`src/rtl/mem_bus_arbiter.sv`:
```
// Two-master memory bus arbiter: the debug probe (P) and the CPU data port (C)
// share one slave bus. Ownership changes through a one-cycle turnaround.

package MemoryBus;
  typedef struct packed {
    logic [29:0] address;
    logic        mem_read;
    logic        mem_write;
    logic [3:0]  mask_byte;
    logic [31:0] write_data;
  } Cmd;
endpackage

module mem_bus_arbiter #(
  parameter int READ_LATENCY   = 1,
  parameter int MAX_PROBE_HOLD = 16,
  parameter int HOLD_W         = 5
) (
  input  logic          clk,
  input  logic          rst,
  input  logic          p_req,
  input  logic          p_lock,
  input  MemoryBus::Cmd p_cmd,
  output logic          p_gnt,
  output logic [31:0]   p_rdata,
  output logic          p_rvalid,
  input  logic          c_req,
  input  MemoryBus::Cmd c_cmd,
  output logic          c_stall,
  output logic [31:0]   c_rdata,
  output logic          c_rvalid,
  output MemoryBus::Cmd bus_cmd,
  input  logic [31:0]   bus_rdata,
  output logic [1:0]    owner
);

  typedef enum logic [1:0] {
    IDLE      = 2'b00,
    CPU_OWN   = 2'b01,
    PROBE_OWN = 2'b10,
    TURN      = 2'b11
  } state_e;

  localparam logic [HOLD_W-1:0] HOLD_MAX = HOLD_W'(MAX_PROBE_HOLD);
  localparam logic [HOLD_W-1:0] HOLD_SAT = '1;

  state_e            state_q, state_d;
  logic              target_p_q, target_p_d;
  logic [HOLD_W-1:0] hold_q, hold_d;
  logic              rd_vld_q, rd_vld_d;
  logic              rd_tag_p_q, rd_tag_p_d;

  logic [HOLD_W-1:0] hold_inc;
  logic              hold_limit;
  logic              p_want;
  logic              c_rd_acc, p_rd_acc;

  always_ff @(posedge clk or negedge rst) begin
    if (!rst) begin
      state_q    <= CPU_OWN;
      target_p_q <= 1'b0;
      hold_q     <= '0;
      rd_vld_q   <= 1'b0;
      rd_tag_p_q <= 1'b0;
    end else begin
      state_q    <= state_d;
      target_p_q <= target_p_d;
      hold_q     <= hold_d;
      rd_vld_q   <= rd_vld_d;
      rd_tag_p_q <= rd_tag_p_d;
    end
  end

  // The limit fires on the cycle whose increment reaches MAX_PROBE_HOLD, so the
  // probe gets exactly MAX_PROBE_HOLD cycles while the CPU waits.
  always_comb begin
    p_want     = p_req | p_lock;
    hold_inc   = (c_req && hold_q != HOLD_SAT) ? hold_q + HOLD_W'(1) : hold_q;
    hold_limit = (MAX_PROBE_HOLD != 0) && c_req && (hold_inc == HOLD_MAX);

    state_d    = state_q;
    target_p_d = target_p_q;
    hold_d     = hold_q;
    case (state_q)
      IDLE: begin
        if (p_req) begin
          state_d    = TURN;
          target_p_d = 1'b1;
        end else if (c_req) begin
          state_d = CPU_OWN;
        end
      end
      CPU_OWN: begin
        if (p_req) begin
          state_d    = TURN;
          target_p_d = 1'b1;
        end
      end
      PROBE_OWN: begin
        hold_d = hold_inc;
        if (!p_want || hold_limit) begin
          if (c_req) begin
            state_d    = TURN;
            target_p_d = 1'b0;
          end else begin
            state_d = IDLE;
          end
        end
      end
      TURN: begin
        if (!target_p_q)  state_d = CPU_OWN;
        else if (p_want)  state_d = PROBE_OWN;
        else              state_d = IDLE;
      end
      default: state_d = CPU_OWN;
    endcase
    if (state_d == PROBE_OWN && state_q != PROBE_OWN) hold_d = '0;
  end

  // Reads with both mem_read and mem_write set are left to the slave and never return data.
  always_comb begin
    c_rd_acc   = (state_q == CPU_OWN) && c_cmd.mem_read && !c_cmd.mem_write;
    p_rd_acc   = (state_q == PROBE_OWN) && p_cmd.mem_read && !p_cmd.mem_write;
    rd_vld_d   = c_rd_acc | p_rd_acc;
    rd_tag_p_d = p_rd_acc;
  end

  always_comb begin
    owner    = state_q;
    bus_cmd  = '0;
    p_gnt    = 1'b0;
    c_stall  = 1'b0;
    p_rvalid = 1'b0;
    c_rvalid = 1'b0;
    p_rdata  = '0;
    c_rdata  = '0;
    if (rst) begin
      if (state_q == CPU_OWN)   bus_cmd = c_cmd;
      if (state_q == PROBE_OWN) bus_cmd = p_cmd;
      p_gnt   = (state_q == PROBE_OWN);
      c_stall = c_req && (state_q != CPU_OWN);
      if (READ_LATENCY == 0) begin
        p_rvalid = p_rd_acc;
        c_rvalid = c_rd_acc;
      end else begin
        p_rvalid = rd_vld_q && rd_tag_p_q;
        c_rvalid = rd_vld_q && !rd_tag_p_q;
      end
      // Unselected master sees zero so the other master's data never leaks.
      p_rdata = p_rvalid ? bus_rdata : '0;
      c_rdata = c_rvalid ? bus_rdata : '0;
    end
  end

endmodule

```
`config.mk`:
```
export PLATFORM = sky130hd
export DESIGN_NAME = mem_bus_arbiter
export DESIGN_NICKNAME = d
export VERILOG_FILES = /design/src/rtl/mem_bus_arbiter.sv
export SDC_FILE = /design/constraint.sdc
export NUM_CORES = 1
export LEC_CHECK = 0
export ABC_AREA = 0
export CORE_AREA = 8 8 115 117
export CTS_CLUSTER_DIAMETER = 150
export DETAILED_ROUTE_END_ITERATION = 16
export DIE_AREA = 0 0 123 125
export SYNTH_ARGS = -nofsm -noshare
export SYNTH_HDL_FRONTEND = slang
export SYNTH_SLANG_ARGS = --single-unit
```
`constraint.sdc`:
```
create_clock -name clk -period 4.2 [get_ports clk]
set_clock_uncertainty 0.05 [all_clocks]
set_input_delay 1.05 -clock clk [delete_from_list [all_inputs] [get_ports clk]]
set_output_delay 1.05 -clock clk [all_outputs]
set_load 0.05 [all_outputs]
```
# --- Word level (Yosys, flattened, before mapping) ---
# Cells that the tools add are included.
word_totals:
  ff_bits: 10
  inputBits: 173
  wordCells: 67
op_classes:
  addsub: 1
  eq_ne: 11
  mux: 28
  n_bitwise: 2
  reduce_logical: 20
ops:
  columns: ["operator", "count"]
  rows:
  - ["68-bit two-way mux", 3]
  - ["32-bit two-way mux", 4]
  - ["5-bit two-way mux", 3]
  - ["2-bit two-way mux", 7]
  - ["1-bit logical AND", 10]
  - ["1-bit two-way mux", 9]
  - ["2-bit one-hot mux with 4 select lines", 1]
  - ["2-bit equality test, second input constant", 3]
  - ["2-bit != test, second input constant", 3]
  - ["5-bit by 1-bit adder with 5-bit output, second input constant", 1]
  - ["5-bit equality test, second input constant", 1]
  - ["5-bit != test, second input constant", 1]
  - ["1-bit logical NOT", 4]
  - ["2-bit by 1-bit != test with 1-bit output, second input constant", 2]
  - ["4-bit AND reduction", 1]
  - ["2-bit nonzero test", 2]
  - ["2-bit by 1-bit equality test with 1-bit output, second input constant", 1]
  - ["2-bit logical NOT", 1]
  - ["1-bit bitwise OR", 2]
  - ["1-bit one-hot mux with 2 select lines", 1]
  - ["2-bit OR reduction", 1]
  - ["1-bit logical OR", 1]

# --- Longest topological paths before layout ---
logic_depth:
  word_depth: 11
  depth_mapped: 9
  ltp_nobuf: 8

# --- Least setup slack after synthesis ---
# OpenSTA, ideal clock, no wires.
synth_path:
  path_type: "in2out"
  start: "input rst"
  end: "output c_rdata[10]"
  arrival_ns: 2.392
  setup_slack_ns: 0.708
  stages: 4
  n_path_buf: 1
  cell_sequence: "nand2_1 > nor2_1 > clkbuf_1 > and2_1"
synth_between:
  elab_chain_len: 1
synth_rtl:
  columns: ["item", "line_no", "text"]
  rows:
  - ["from (decl)", "20", "input logic rst,"]
  - ["32-bit two-way mux", "137", "if (rst) begin"]
  - ["to (decl)", "30", "output logic [31:0] c_rdata,"]
# Every way passes these cells.

==> summary.md <==
| Metric | Value |
|---|---|
| GRT Total Usage | `18.3%` |
| PwrDens | `284 nW/um^2` |
| P_sw | `829 uW` |
| CTS tree | `done` |
| First-pass GRT wire length | `21200 um` |
| Root Driver | `clkbuf_16` |
| Register area share after synthesis | `14.1%` |
| Worst hold path class | `flip-flop to flip-flop` |
| Least-Margin Pin Slew | `0.507 ns` |
| CP arrival | `2.58 ns` |
| Critical Path Start Type | `primary input` |
| Syn_area_per_cell | `7.92 um^2` |
| Critical Path RT | `3.10 ns` |
| Core area | `11600 um^2` |
| Worst setup path category | `primary input to primary output` |
| Starting density of the core | `15.3%` |
| Yosys warns | `0` |
| Antenna Nets Post-Route | `0` |
| Syn nets | `400` |
| CTS buffer count | `3` |
| Clock Path Buffers | `2` |
| Slack of the critical path | `0.517 ns` |
| CP peak stage delay | `0.60 ns` |
| Final setup violation count | `0` |
| DR vias/cell | `4.41` |
| Share of layout cells above drive strength 1 | `29.5%` |
| Die ar. | `15400 um^2` |
| Dpl ws | `0.536 ns` |
| VDD IR max | `0.253 mV` |
| Crit-path slowest cell | `clkdlybuf4s50_1` |
| Worst Setup SP | `rst` |
| Nets | `698` |
| Crit-path max FO | `68` |
| GP Congestion | `0.867` |
| Cell Rows | `40` |
| Lkg Pwr | `2.60 nW` |
| Hold Crit Start | `hold_q[4]` |
| Clock Pin Slew Worst Setup and Hold Paths | `0.04 ns` |
| Power share of the clock group | `10.2%` |
| Setup Buffers After CTS | `0` |
| Vias | `2955` |
| Syn Inst Count | `225` |
| Vias in the first global route | `3012` |
| Total negative slack | `0 ns` |
| Unique masters post-synth | `34` |
| Relative slew slack | `66.1%` |
| Worst-skew pair later-pin latency | `0.23 ns` |
| Global route total overflow | `0` |
| Initial antenna violation count | `0` |
| Filler instances | `1024` |
| Reg-to-reg startpoint | `hold_q[0]` |
| Gate power share | `81.0%` |
| Max frequency | `272 MHz` |
| Largest net degree at the start of global routing | `69` |
| Synth Cell Area | `1780 um^2` |
| Post-detail-place hpwl | `13200 um` |
| Max-cap violations | `0` |
| H-Tree Depth | `1` |
| WL per Instance | `22.5 um` |
| Seq pwr share | `8.8%` |
| Area growth syn-to-layout | `260%` |
| Most frequent CP cell | `buf_12` |
| Routed WL | `15100 um` |
| CP Cell Sequence | `clkdlybuf4s50_1, and2_4, buf_12, a22o_1, buf_12` |
| Net Sw Frac | `45.5%` |
| Post-CTS sizing | `0` |
| IO Pins | `311` |
| Clk sinks | `10` |
| TritonRoute pass-1 iters | `4` |
| IO buf count | `310` |
| Internal power | `993 uW` |
| Final Power | `1.82 mW` |
| Post-route minimum period | `3.68 ns` |
| Slew Limit Fails | `0` |
| Outcome | `complete, no violations` |
| Fin crit share | `87.7%` |
| Die Wd | `123 um` |
| # hold bufs at CTS | `0` |
| Fin. Hold Viols | `0` |
| Die H | `125 um` |
| RSZ-0062 raised after global routing | `no` |
| DRC Markers | `0` |
| 1st-iter DRT viols | `105` |
| Critical Path Sink Type | `primary output` |
| Seq cells post-synth | `10` |
state kept, by name, indices dropped and copies added, names as in the netlist:
signal	flops
hold_q	5
owner	2
rd_tag_p_q	1
rd_vld_q	1
target_p_q	1
metrics by stage:
step	utilization, %	std cells	hold WS, ns	instance area (um^2)
detailed placement	54.5	665	0.499	6330
finish	55.3	670	0.510	6420
floorplan	-	225	0.459	1780
global placement	54.5	665	0.492	6330
CTS	55.3	669	0.509	6420
global route	55.3	669	0.547	6420
critical path: cells and delay by family:
kind | cells | cell delay (ns)
AND/OR/NAND/NOR | 1 | 0.20
buffers and inverters | 3 | 1.02
AO/OA/AOI/OAI | 1 | 0.26
cells in the mapped netlist:
| library cell | n | area share, % |
|---|---|---|
| nor2b_4 | 2 | 1.5 |
| nor2b_2 | 1 | 0.49 |
| nor3b_1 | 1 | 0.42 |
| a21oi_1 | 4 | 1.1 |
| or2b_1 | 1 | 0.42 |
| dfrtp_1 | 9 | 13 |
| a22o_1 | 67 | 33 |
| xnor2_1 | 3 | 1.5 |
| nand2b_1 | 1 | 0.35 |
| a31oi_1 | 1 | 0.35 |
| and2_4 | 1 | 0.49 |
| or3_1 | 1 | 0.35 |
| and3_1 | 2 | 0.70 |
| o21bai_1 | 1 | 0.42 |
| buf_2 | 9 | 2.5 |
| o22ai_1 | 2 | 0.70 |
| xor2_1 | 1 | 0.49 |
| dfstp_2 | 1 | 1.5 |
| nor2_1 | 11 | 2.3 |
| nor3_1 | 2 | 0.56 |
| a21boi_0 | 1 | 0.42 |
| nand2_1 | 8 | 1.7 |
| ha_1 | 2 | 1.4 |
| mux2i_1 | 2 | 1.1 |
| nor2b_1 | 1 | 0.35 |
| inv_1 | 2 | 0.42 |
| clkbuf_1 | 6 | 1.3 |
| mux2_2 | 1 | 0.63 |
| and2_1 | 66 | 23 |
| nand4_2 | 1 | 0.70 |
| o31a_1 | 1 | 0.49 |
| o21ai_0 | 4 | 1.1 |
| nor4_1 | 1 | 0.35 |
| buf_6 | 8 | 5.1 |
final timing paths:
| kind | cells after the start | slack [ns] | endpoint |
|---|---|---|---|
| setup / recovery | 5 | 0.52 | bus_cmd[40] |
| hold / removal | 2 | 0.51 | hold_q[4] |
| setup reg to reg | 8 | 1.86 | target_p_q |
| hold reg to reg | 2 | 0.51 | hold_q[4] |
| max in group asynchronous | 2 | 2.63 | owner[0] |
| min in group asynchronous | 1 | 0.99 | rd_tag_p_q |
power groups by stage:
stage | logic, mW | registers (mW) | clock network [mW]
floorplan | 0.694 | 0.171 | 0
global placement | 1.47 | 0.158 | 0
detailed placement | 1.48 | 0.161 | 0
CTS | 1.49 | 0.159 | 0.190
global route | 1.53 | 0.164 | 0.199
finish | 1.48 | 0.160 | 0.186
placed cells by master (no fill, tap or decap), types with 3 or more instances in the layout:
cell type,n
a21oi_1,4
buf_4,5
o21ai_0,4
clkdlybuf4s50_1,174
and2_1,65
nand2_1,8
xnor2_1,3
clkbuf_16,3
dfrtp_1,9
nor2_1,11
buf_12,137
a22o_1,67
final cells by class:
cell class              count  area (um^2)  share of cell area [%]
inverters                   2         7.51                   0.117
repair buffers            316         4520                    70.4
multi-input cells         190         1370                    21.3
diodes                      1         2.50                  0.0390
clock buffers               4         88.8                    1.38
flip-flops and latches     10          251                    3.92
well taps                 147          184                    2.86
cell families after synthesis:
family	Yosys count	share of synthesized area, %
DFF	10	14.1
buffers and inverters	25	9.27
xor gates and xnor gates	4	1.97
AOI/OAI and AO/OA	81	37.6
muxes	3	1.76
and+or+nand+nor	100	33.9
adders and majority gates	2	1.40
per-layer routing:
metal / vias up / part of all wire [%] / wire length (um) / track usage, %
li1: 1419 / - / - / -
met5: - / 0 / 0 / 0
met4: 0 / 1.8 / 268 / 3.61
met2: 134 / 55 / 8350 / 36.2
met3: 17 / 9.4 / 1410 / 5.22
met1: 1385 / 33 / 5020 / 17.9
(Power assumes the default switching activity.)
